**src/rtl/io_fifo_pkg.sv**
```systemverilog
// Shared register map, STATUS/CTRL bit positions and status packing for the
// bus-to-stream FIFO responder.
package io_fifo_pkg;
  localparam int DEPTH_DEF = 4;

  localparam logic [1:0] REG_TX_DATA = 2'd0;
  localparam logic [1:0] REG_RX_DATA = 2'd1;
  localparam logic [1:0] REG_STATUS  = 2'd2;
  localparam logic [1:0] REG_CTRL    = 2'd3;

  localparam int ST_TX_FULL  = 0;
  localparam int ST_TX_EMPTY = 1;
  localparam int ST_RX_FULL  = 2;
  localparam int ST_RX_EMPTY = 3;
  localparam int ST_TX_OVF   = 4;
  localparam int ST_RX_UNF   = 5;
  localparam int ST_TX_CNT   = 8;
  localparam int ST_RX_CNT   = 16;

  localparam int CTRL_FLUSH  = 0;
  localparam int CTRL_IRQ_EN = 1;
  localparam int CTRL_CLR    = 2;

  typedef struct packed {
    logic       full;
    logic       empty;
    logic [4:0] count;
  } fifo_stat_t;

  function automatic logic [31:0] pack_status(fifo_stat_t tx, fifo_stat_t rx,
                                              logic ovf, logic unf);
    logic [31:0] s;
    s = '0;
    s[ST_TX_FULL]       = tx.full;
    s[ST_TX_EMPTY]      = tx.empty;
    s[ST_RX_FULL]       = rx.full;
    s[ST_RX_EMPTY]      = rx.empty;
    s[ST_TX_OVF]        = ovf;
    s[ST_RX_UNF]        = unf;
    s[ST_TX_CNT +: 5]   = tx.count;
    s[ST_RX_CNT +: 5]   = rx.count;
    return s;
  endfunction
endpackage

```
**src/rtl/sync_fifo.sv**
```systemverilog
// Single-clock FIFO with flush; push when full and pop when empty are ignored.
module sync_fifo #(
  parameter  int DEPTH = 4,
  parameter  int W     = 32,
  localparam int AW    = $clog2(DEPTH),
  localparam int CW    = AW + 1
) (
  input  logic          clk,
  input  logic          rst,
  input  logic          push,
  input  logic          pop,
  input  logic          flush,
  input  logic [W-1:0]  wdata,
  output logic [W-1:0]  rdata,
  output logic          full,
  output logic          empty,
  output logic [CW-1:0] count
);
  logic [W-1:0]  mem [DEPTH];
  logic [AW-1:0] wr_ptr, rd_ptr;
  logic          do_push, do_pop;

  assign full    = (count == CW'(DEPTH));
  assign empty   = (count == '0);
  assign do_push = push & ~full;
  assign do_pop  = pop & ~empty;
  assign rdata   = mem[rd_ptr];

  // Power-of-two depth lets the pointers wrap naturally.
  always_ff @(posedge clk or negedge rst) begin
    if (!rst) begin
      wr_ptr <= '0;
      rd_ptr <= '0;
      count  <= '0;
    end else if (flush) begin
      wr_ptr <= '0;
      rd_ptr <= '0;
      count  <= '0;
    end else begin
      if (do_push) wr_ptr <= wr_ptr + AW'(1);
      if (do_pop)  rd_ptr <= rd_ptr + AW'(1);
      case ({do_push, do_pop})
        2'b10:   count <= count + CW'(1);
        2'b01:   count <= count - CW'(1);
        default: ;
      endcase
    end
  end

  always_ff @(posedge clk) begin
    if (do_push && !flush) mem[wr_ptr] <= wdata;
  end
endmodule

```
**src/rtl/io_fifo_responder.sv**
```systemverilog
// Memory-mapped responder bridging a 32-bit register bus to TX/RX streams
// through two FIFOs, with sticky error flags and a registered interrupt.
module io_fifo_responder
  import io_fifo_pkg::*;
#(
  parameter int DEPTH = DEPTH_DEF
) (
  input  logic        clk,
  input  logic        rst,
  input  logic [31:0] addr,
  input  logic        cs,
  input  logic        wr_rd,
  input  logic [31:0] data_bus_write,
  output logic [31:0] data_bus_read,
  output logic [31:0] tx_data,
  output logic        tx_valid,
  input  logic        tx_ready,
  input  logic [31:0] rx_data,
  input  logic        rx_valid,
  output logic        rx_ready,
  output logic        irq
);
  localparam int CW = $clog2(DEPTH) + 1;

  logic [1:0]    sel;
  logic          tx_wr, rx_rd, ctrl_wr, flush;
  logic          tx_full, tx_empty, rx_full, rx_empty;
  logic [CW-1:0] tx_count, rx_count;
  logic [31:0]   rx_head;
  logic          tx_ovf, rx_unf, irq_en;
  fifo_stat_t    tx_st, rx_st;
  logic          unused_addr;

  assign sel         = addr[3:2];
  assign unused_addr = ^{addr[31:4], addr[1:0]};

  assign tx_wr   = cs &  wr_rd & (sel == REG_TX_DATA);
  assign rx_rd   = cs & ~wr_rd & (sel == REG_RX_DATA);
  assign ctrl_wr = cs &  wr_rd & (sel == REG_CTRL);
  assign flush   = ctrl_wr & data_bus_write[CTRL_FLUSH];

  assign tx_valid = ~tx_empty;
  // Held low in reset even though the cleared FIFO would report not-full.
  assign rx_ready = rst & ~rx_full;

  sync_fifo #(.DEPTH(DEPTH), .W(32)) u_tx_fifo (
    .clk   (clk),
    .rst   (rst),
    .push  (tx_wr),
    .pop   (tx_valid & tx_ready),
    .flush (flush),
    .wdata (data_bus_write),
    .rdata (tx_data),
    .full  (tx_full),
    .empty (tx_empty),
    .count (tx_count)
  );

  sync_fifo #(.DEPTH(DEPTH), .W(32)) u_rx_fifo (
    .clk   (clk),
    .rst   (rst),
    .push  (rx_valid & rx_ready),
    .pop   (rx_rd),
    .flush (flush),
    .wdata (rx_data),
    .rdata (rx_head),
    .full  (rx_full),
    .empty (rx_empty),
    .count (rx_count)
  );

  // Error flags sample full/empty before any same-cycle stream traffic.
  always_ff @(posedge clk or negedge rst) begin
    if (!rst) begin
      tx_ovf <= 1'b0;
      rx_unf <= 1'b0;
      irq_en <= 1'b0;
      irq    <= 1'b0;
    end else begin
      irq <= irq_en & (~rx_empty | tx_ovf | rx_unf);
      if (ctrl_wr) begin
        irq_en <= data_bus_write[CTRL_IRQ_EN];
        if (data_bus_write[CTRL_CLR]) begin
          tx_ovf <= 1'b0;
          rx_unf <= 1'b0;
        end
      end
      if (tx_wr && tx_full)  tx_ovf <= 1'b1;
      if (rx_rd && rx_empty) rx_unf <= 1'b1;
    end
  end

  assign tx_st = '{full: tx_full, empty: tx_empty, count: 5'(tx_count)};
  assign rx_st = '{full: rx_full, empty: rx_empty, count: 5'(rx_count)};

  always_comb begin
    data_bus_read = '0;
    if (rst && cs && !wr_rd) begin
      case (sel)
        REG_RX_DATA: data_bus_read = rx_empty ? '0 : rx_head;
        REG_STATUS:  data_bus_read = pack_status(tx_st, rx_st, tx_ovf, rx_unf);
        REG_CTRL:    data_bus_read = {30'b0, irq_en, 1'b0};
        default:     data_bus_read = '0;
      endcase
    end
  end
endmodule

```
**config.mk**
```make
export PLATFORM = sky130hd
export DESIGN_NAME = io_fifo_responder
export DESIGN_NICKNAME = d
export VERILOG_FILES = /design/src/rtl/io_fifo_pkg.sv /design/src/rtl/sync_fifo.sv /design/src/rtl/io_fifo_responder.sv
export SDC_FILE = /design/constraint.sdc
export NUM_CORES = 1
export LEC_CHECK = 0
export ABC_CLOCK_PERIOD_IN_PS = 2500
export CORE_MARGIN = 2
export CORE_UTILIZATION = 35
export CTS_CLUSTER_DIAMETER = 60
export DETAILED_ROUTE_END_ITERATION = 12
export DONT_BUFFER_PORTS = 1
export SLEW_MARGIN = 15
export SYNTH_ARGS = -nofsm -noshare
export SYNTH_HDL_FRONTEND = slang
export SYNTH_HIERARCHICAL = 1
export SYNTH_SLANG_ARGS = --single-unit
```
**constraint.sdc**
```tcl
create_clock -name clk -period 2.5 [get_ports clk]
set_input_delay 0.5 -clock clk [delete_from_list [all_inputs] [get_ports clk]]
set_output_delay 0.5 -clock clk [all_outputs]
set_load 0.05 [all_outputs]
```
[Word level (Yosys, flattened, before mapping)]
Memory sizes are Yosys's and may differ from the RTL's.
Cells that the tools add are included.
Storage, ports and cells
  flip-flop bits (word level): 18
  bits in writable memories: 256
  input port bits: 102
  output and inout bits: 67
  word-level logic and storage cells: 96
  memories kept: 2
Memory list
  u_rx_fifo.mem: words 4, bits a word 32, read ports 1, clocked after memory_dff 0, write ports 1, line sync_fifo.sv:19  | logic [W-1:0] mem [DEPTH];
  u_tx_fifo.mem: words 4, bits a word 32, read ports 1, clocked after memory_dff 0, write ports 1, line sync_fifo.sv:19
Cells by class
  add/sub/neg operators: 8
  eq/ne operators: 9
  mux-type cells: 23
  bitwise logic cells: 21
  reductions and logical operators: 23
Operators with widths (number)
  $pmux 32 s3: 1
  $mux 32: 2
  $mux 2: 8
  $reduce_bool 2->1: 8
  $and 1x1->1: 14
  $pmux 3 s2: 2
  $add 2x1->2 const B: 4
  $eq 2x2->1 const B: 4
  $mux 1: 8
  $add 3x1->3 const B: 2
  $eq 2x1->1 const B: 3
  $eq 3x3->1 const B: 2
  $logic_and 1x1->1: 6
  $logic_not 3->1: 2
  $mux 3: 2
  $reduce_bool 3->1: 2
  $sub 3x1->3 const B: 2
  $not 1->1: 5
  $reduce_and 2->1: 2
  $logic_not 1->1: 2
  $logic_not 2->1: 1
  $or 1x1->1: 2

[Depth between registers and ports, before layout]
  depth after elaboration: 8
  depth in mapped cells: 10
  gate-level depth less buffers: 8

[Hierarchy]
Netlist, hierarchy kept.
Modules (own cells, without submodules)
  sync_fifo: times used 2, cells each 232, area each 5190.0 µm², sequential area each 4018.9 µm²
  io_fifo_responder: times used 1, cells each 79, area each 556.8 µm², sequential area each 100.1 µm²

[Worst setup path before layout]
No wires, ideal clock.
  path kind: reg-to-reg
  start: register u_rx_fifo.count[1]
  end: memory u_rx_fifo.mem[0][0] (enable)
  library setup time: 392 ps
  arrival: 3106 ps
  data required time: 2108 ps
  setup slack: -998 ps
  cell stages (with the launch flop): 9
  buffers on the path: 2
  period minus slack after synthesis: 3498 ps
  cells stage by stage: dfrtp_1 -> clkbuf_1 -> nor3b_2 -> nor2b_1 -> and2_1 -> buf_2 -> inv_1 -> nor3_1 -> and2_1
Between the ends
  longest elaborated chain between the ends: 8
RTL lines
  from (decl): line sync_fifo.sv:17  | output logic [CW-1:0] count
  from (signal assigned): line sync_fifo.sv:43  | 2'b10: count <= count + CW'(1);
  from (signal assigned): line sync_fifo.sv:44  | 2'b01: count <= count - CW'(1);
  $eq 3x3->1: line sync_fifo.sv:23  | assign full = (count == CW'(DEPTH));
  net rx_full: line io_fifo_responder.sv:27  | logic tx_full, tx_empty, rx_full, rx_empty;
  $not 1->1: line io_fifo_responder.sv:44  | assign rx_ready = rst & ~rx_full;
  $and 1x1->1: line io_fifo_responder.sv:44
  net rx_ready: line io_fifo_responder.sv:20  | output logic rx_ready,
  $and 1x1->1: line io_fifo_responder.sv:62  | .push (rx_valid & rx_ready),
  $and 1x1->1: line sync_fifo.sv:25  | assign do_push = push & ~full;
  $logic_and 1x1->1: line sync_fifo.sv:51  | if (do_push && !flush) mem[wr_ptr] <= wdata;
  $mux 1: line sync_fifo.sv:51
  $mux 1 (implied by the code): line sync_fifo.sv:51
  to (decl): line sync_fifo.sv:19
The timed path passes the listed nets, and every way through them passes these cells.

[Worst setup path in the final report]
  start: register u_rx_fifo.rd_ptr[0]
  end: output port data_bus_read[9]
Between the ends
  longest elaborated chain between the ends: 4
RTL lines
  from (decl): line sync_fifo.sv:20  | logic [AW-1:0] wr_ptr, rd_ptr;
  from (signal assigned): line sync_fifo.sv:41  | if (do_pop) rd_ptr <= rd_ptr + AW'(1);
  $mem_v2 4x32
  net rx_head[9]: line io_fifo_responder.sv:29  | logic [31:0] rx_head;
  $mux 32: line io_fifo_responder.sv:100  | REG_RX_DATA: data_bus_read = rx_empty ? '0 : rx_head;
  $pmux 32 s3: line io_fifo_responder.sv:99  | case (sel)
  $mux 32: line io_fifo_responder.sv:98  | if (rst && cs && !wr_rd) begin
  to (decl): line io_fifo_responder.sv:14  | output logic [31:0] data_bus_read,
The timed path passes the listed nets, and every way through them passes these cells.

==> impl_summary.txt <==
----------------------------------------------------
[Synth]
  Sequential area share after synthesis ... 74.4%
  Mux share of post-synthesis cell area ... 13.3%
  Cell Area, Synth ... around 11000 um2
  Syn avg cell area ... 20.1 um2
  Synth cell types ... 44
  Number of synthesized flops with an enable pin ... 256
  Area fraction in compound gates after synthesis ... 3.52%
  Post-synthesis register bit count ... 274
  Syn. warnings ... 6
  Xor and xnor fraction of the mapped netlist area ... 0.480%
  Async S/R FF share, synth ... 6.57%
  Adder-Cell Fraction of Synth Area ... around 1.3%
  Gate count of the mapped netlist ... between 500 and 600
  Net count after synthesis ... around 660
  Main combinational cell family by area after synthesis ... multiplexers
  Main synth FF type ... edfxtp_1
  Share of synthesized cell area in and, or, nand and nor gates ... 5.00%

[Timing]
  Ratio of final minimum period to clock period ... 106%
  Transition at the pin with the smallest max-transition slack ... between 0.9 and 1 ns
  Final count of negative-setup-slack endpoints ... 31
  Pins over their slew limit ... 0
  Final Critical Period ... about 2.7 ns
  Tightest slew margin relative to the limit ... around 37%
  Worst-case setup margin in the final layout ... -0.152 ns
  Setup repair after global routing missed its margin ... yes
  Setup Skew ... 0.00949 ns
  Achievable Freq ... 0.377 GHz
  Tightest hold margin ... slightly below 0.06 ns
  Final Hold Violating Endpoints ... 0

[Clock network]
  Clock Root Buffer ... clkbuf_16
  Total clock sinks ... between 200 and 300
  Clock H-tree levels ... 1
  Max clock buf depth ... 3
  Inserted Clock Buffers ... 29
  TritonCTS clock tree ... done
  Worst-skew pair later-pin latency ... 0.53 ns
  Clock input transition at the sequential cells of the worst setup and hold paths ... 0.06 ns

[Critical path]
  CP required ... roughly 2.0 ns
  Critical path's top delay family ... multiplexers
  Highest-delay cell along the critical path ... mux4_2
  Flop2flop setup slack ... 0.16 ns
  Setup crit end kind ... output port
  CP Max Fanout ... 6
  Critical Path, Cell by Cell ... buf_12 -> buf_8 -> mux4_2 -> a22oi_2 -> nor2_1 -> buf_6
  Kind of launch point of the worst setup path ... register
  Buffers & Inverters on Critical Path ... 3
  Worst endpoint data arrival time ... between 2 and 2.5 ns
  Stage delay of the slowest cell on the critical path ... slightly above 0.5 ns
  Type of the worst setup path ... reg2out

[Global routing]
  First-pass GRT wire length ... about 34000 um
  Overflow left after global routing ... 0
  Aggregate global-route resource usage ... 13.3%
  Initial antenna violation count ... 0
  Vias in the first global route ... around 6000
  Maximum number of pins on one net before global-route repair ... 33

[Placed design]
  Final HPWL from detailed placement ... between 10000 and 15000 um
  Total of buffers placed on input and output ports ... 0
  Weighted congestion reported at the end of routability-driven placement ... 0.776
  Instance area after placement ... approximately 12000 um2

[Die]
  Overall die area ... 32700 um2
  Die outline height ... 181 um
  Top Ports ... 169
  Initial core utilization ... 35.7%
  Area of the placeable core ... 30700 um2
  Floorplan row count ... 64
  Horizontal die dimension ... 181 um

[Min path]
  Class of the most critical hold timing path ... in2reg

[Run status]
  Run status ... finished, violations left
  Failing checks ... negative setup slack

[Cells and area]
  Antenna Diode Count ... 0
  Layout area overhead ... 23.6%
  Fraction of layout instances using a drive strength above 1 ... between 30% and 40%
  Final design instance area without fill ... 13500 um2
  Share of the core filled with cells ... 44.1%
  Layout Nets ... 739

[Detailed routing]
  Antenna-violating nets left ... 0
  Drt first pass iters ... 4
  Number of DRC violations after detailed-routing iteration 0 ... roughly 280
  Via count ... ~5300
  Drc violations ... 0
  Vias per Instance ... 5.10
  Total wire length ... approximately 22000 um
  Routed wirelength normalized by instance count ... 20.7 um

[Power]
  Static Leak ... 4.39 nW
  Final Power ... 14.6 mW
  IR drop worst, VDD ... 0.629 mV
  PD cells ... 1080 nW/um2

[Flow run]
  Number of violations of the max-capacitance limit ... 0

----------------------------------------------------
## state kept, by name (all words and copies together) (netlist names)
register / cells
u_rx_fifo/rd_ptr: 2
u_tx_fifo/wr_ptr: 2
rx_unf: 1
irq: 1
u_tx_fifo/rd_ptr: 2
u_rx_fifo/wr_ptr: 2
u_tx_fifo/mem: 128
u_rx_fifo/count: 3
tx_ovf: 1
irq_en: 1
u_rx_fifo/mem: 128
u_tx_fifo/count: 3
## cell families after synthesis
logic type | count (synthesis)
flops | 274
simple gates | 90
mux | 65
compound gates | 56
buf+inv | 42
fa+ha+maj | 10
xor+xnor | 6
## stage by stage
step           std cells  TNS (ns)  worst slack, ns
2_1_floorplan        543     -5.72          -0.0447
4_1_cts             1048     -4.52           -0.224
3_3_place_gp         975         0            0.271
5_1_grt             1045     -5.71           -0.227
3_5_place_dp         975         0           0.0559
6_report            1045     -2.96           -0.152
## layout make-up
cell class / count / area [um2]
clock buffers: 36 / 752
multi-input cells: 227 / 2730
inverters: 10 / 37.5
fillers: 2598 / 17200
clock inverters: 17 / 161
repair buffers: 85 / 1190
flip-flops and latches: 274 / 8140
well taps: 396 / 495
## Yosys cell counts (all sizes together) (2+ instances only)
master   count  share of area, %
mux4        64                13
xor2         4              0.32
nand3        3              0.14
clkbuf       8              0.29
xnor2        2              0.16
o21ai        8              0.37
ha           8              0.92
or3b         4              0.37
nand2        5              0.17
nand3b       5              0.34
fa           2              0.37
a21bo        2              0.18
nor3b        3              0.34
o31ai        2              0.14
and2        30               1.7
o22ai        2              0.11
a21oi       16              0.73
a2111oi      4              0.32
a31oi        2              0.11
a221oi       2              0.27
or2          2              0.11
or3          2              0.11
nor3         3              0.14
dfrtp       18               4.1
nor2        20              0.69
nand2b       6              0.34
edfxtp     256                70
a22oi       13              0.89
inv         10              0.34
o311ai       2              0.16
buf         24               1.4
nor2b        3              0.17
## worst paths after layout
check	start	end	cells after the start
min reg2reg	rx_unf	rx_unf	1
min in group asynchronous	rst	u_rx_fifo/count[2]	1
min	rx_data[1]	u_rx_fifo/mem[3][1]	0
max in group asynchronous	rst	u_tx_fifo/rd_ptr[0]	1
max	u_rx_fifo/rd_ptr[0]	data_bus_read[9]	6
max reg2reg	u_rx_fifo/count[2]	u_rx_fifo/mem[2][23]	7
## cell usage in the layout (no fill, tap or decap), types with 14 or more instances in the layout
cell       count
a21oi_1       14
and2_4        14
buf_12        36
buf_4         26
buf_6         20
clkbuf_16     29
dfrtp_1       15
edfxtp_1     256
mux4_2        64
nor2_1        17
## metal layers
metal  global-route usage [%]  up-vias  routed length [um]
met3                     5.91       28                2310
li1                         -     2366                   -
met2                     22.7      167               10700
met4                     3.06        0                 457
met1                     15.3     2767                8170
met5                        0        -                   0
## power by group
part	switching (mW)	total [mW]	leakage, nW	internal, mW
clock network	1.65	4.08	0.435	2.43
registers	0.227	5.63	2.53	5.40
logic	2.81	4.88	1.43	2.07
## timing repair
item / CTS / global route
cloned: 1 / 0
hold endpoints to repair: 18 / 0
setup buffers: 18 / 0
setup endpoints to repair: 51 / 34
hold buffers: 1 / 0
resized for setup: 53 / 14
pin swaps: 3 / 4
Power figures use the tool's default switching activity.
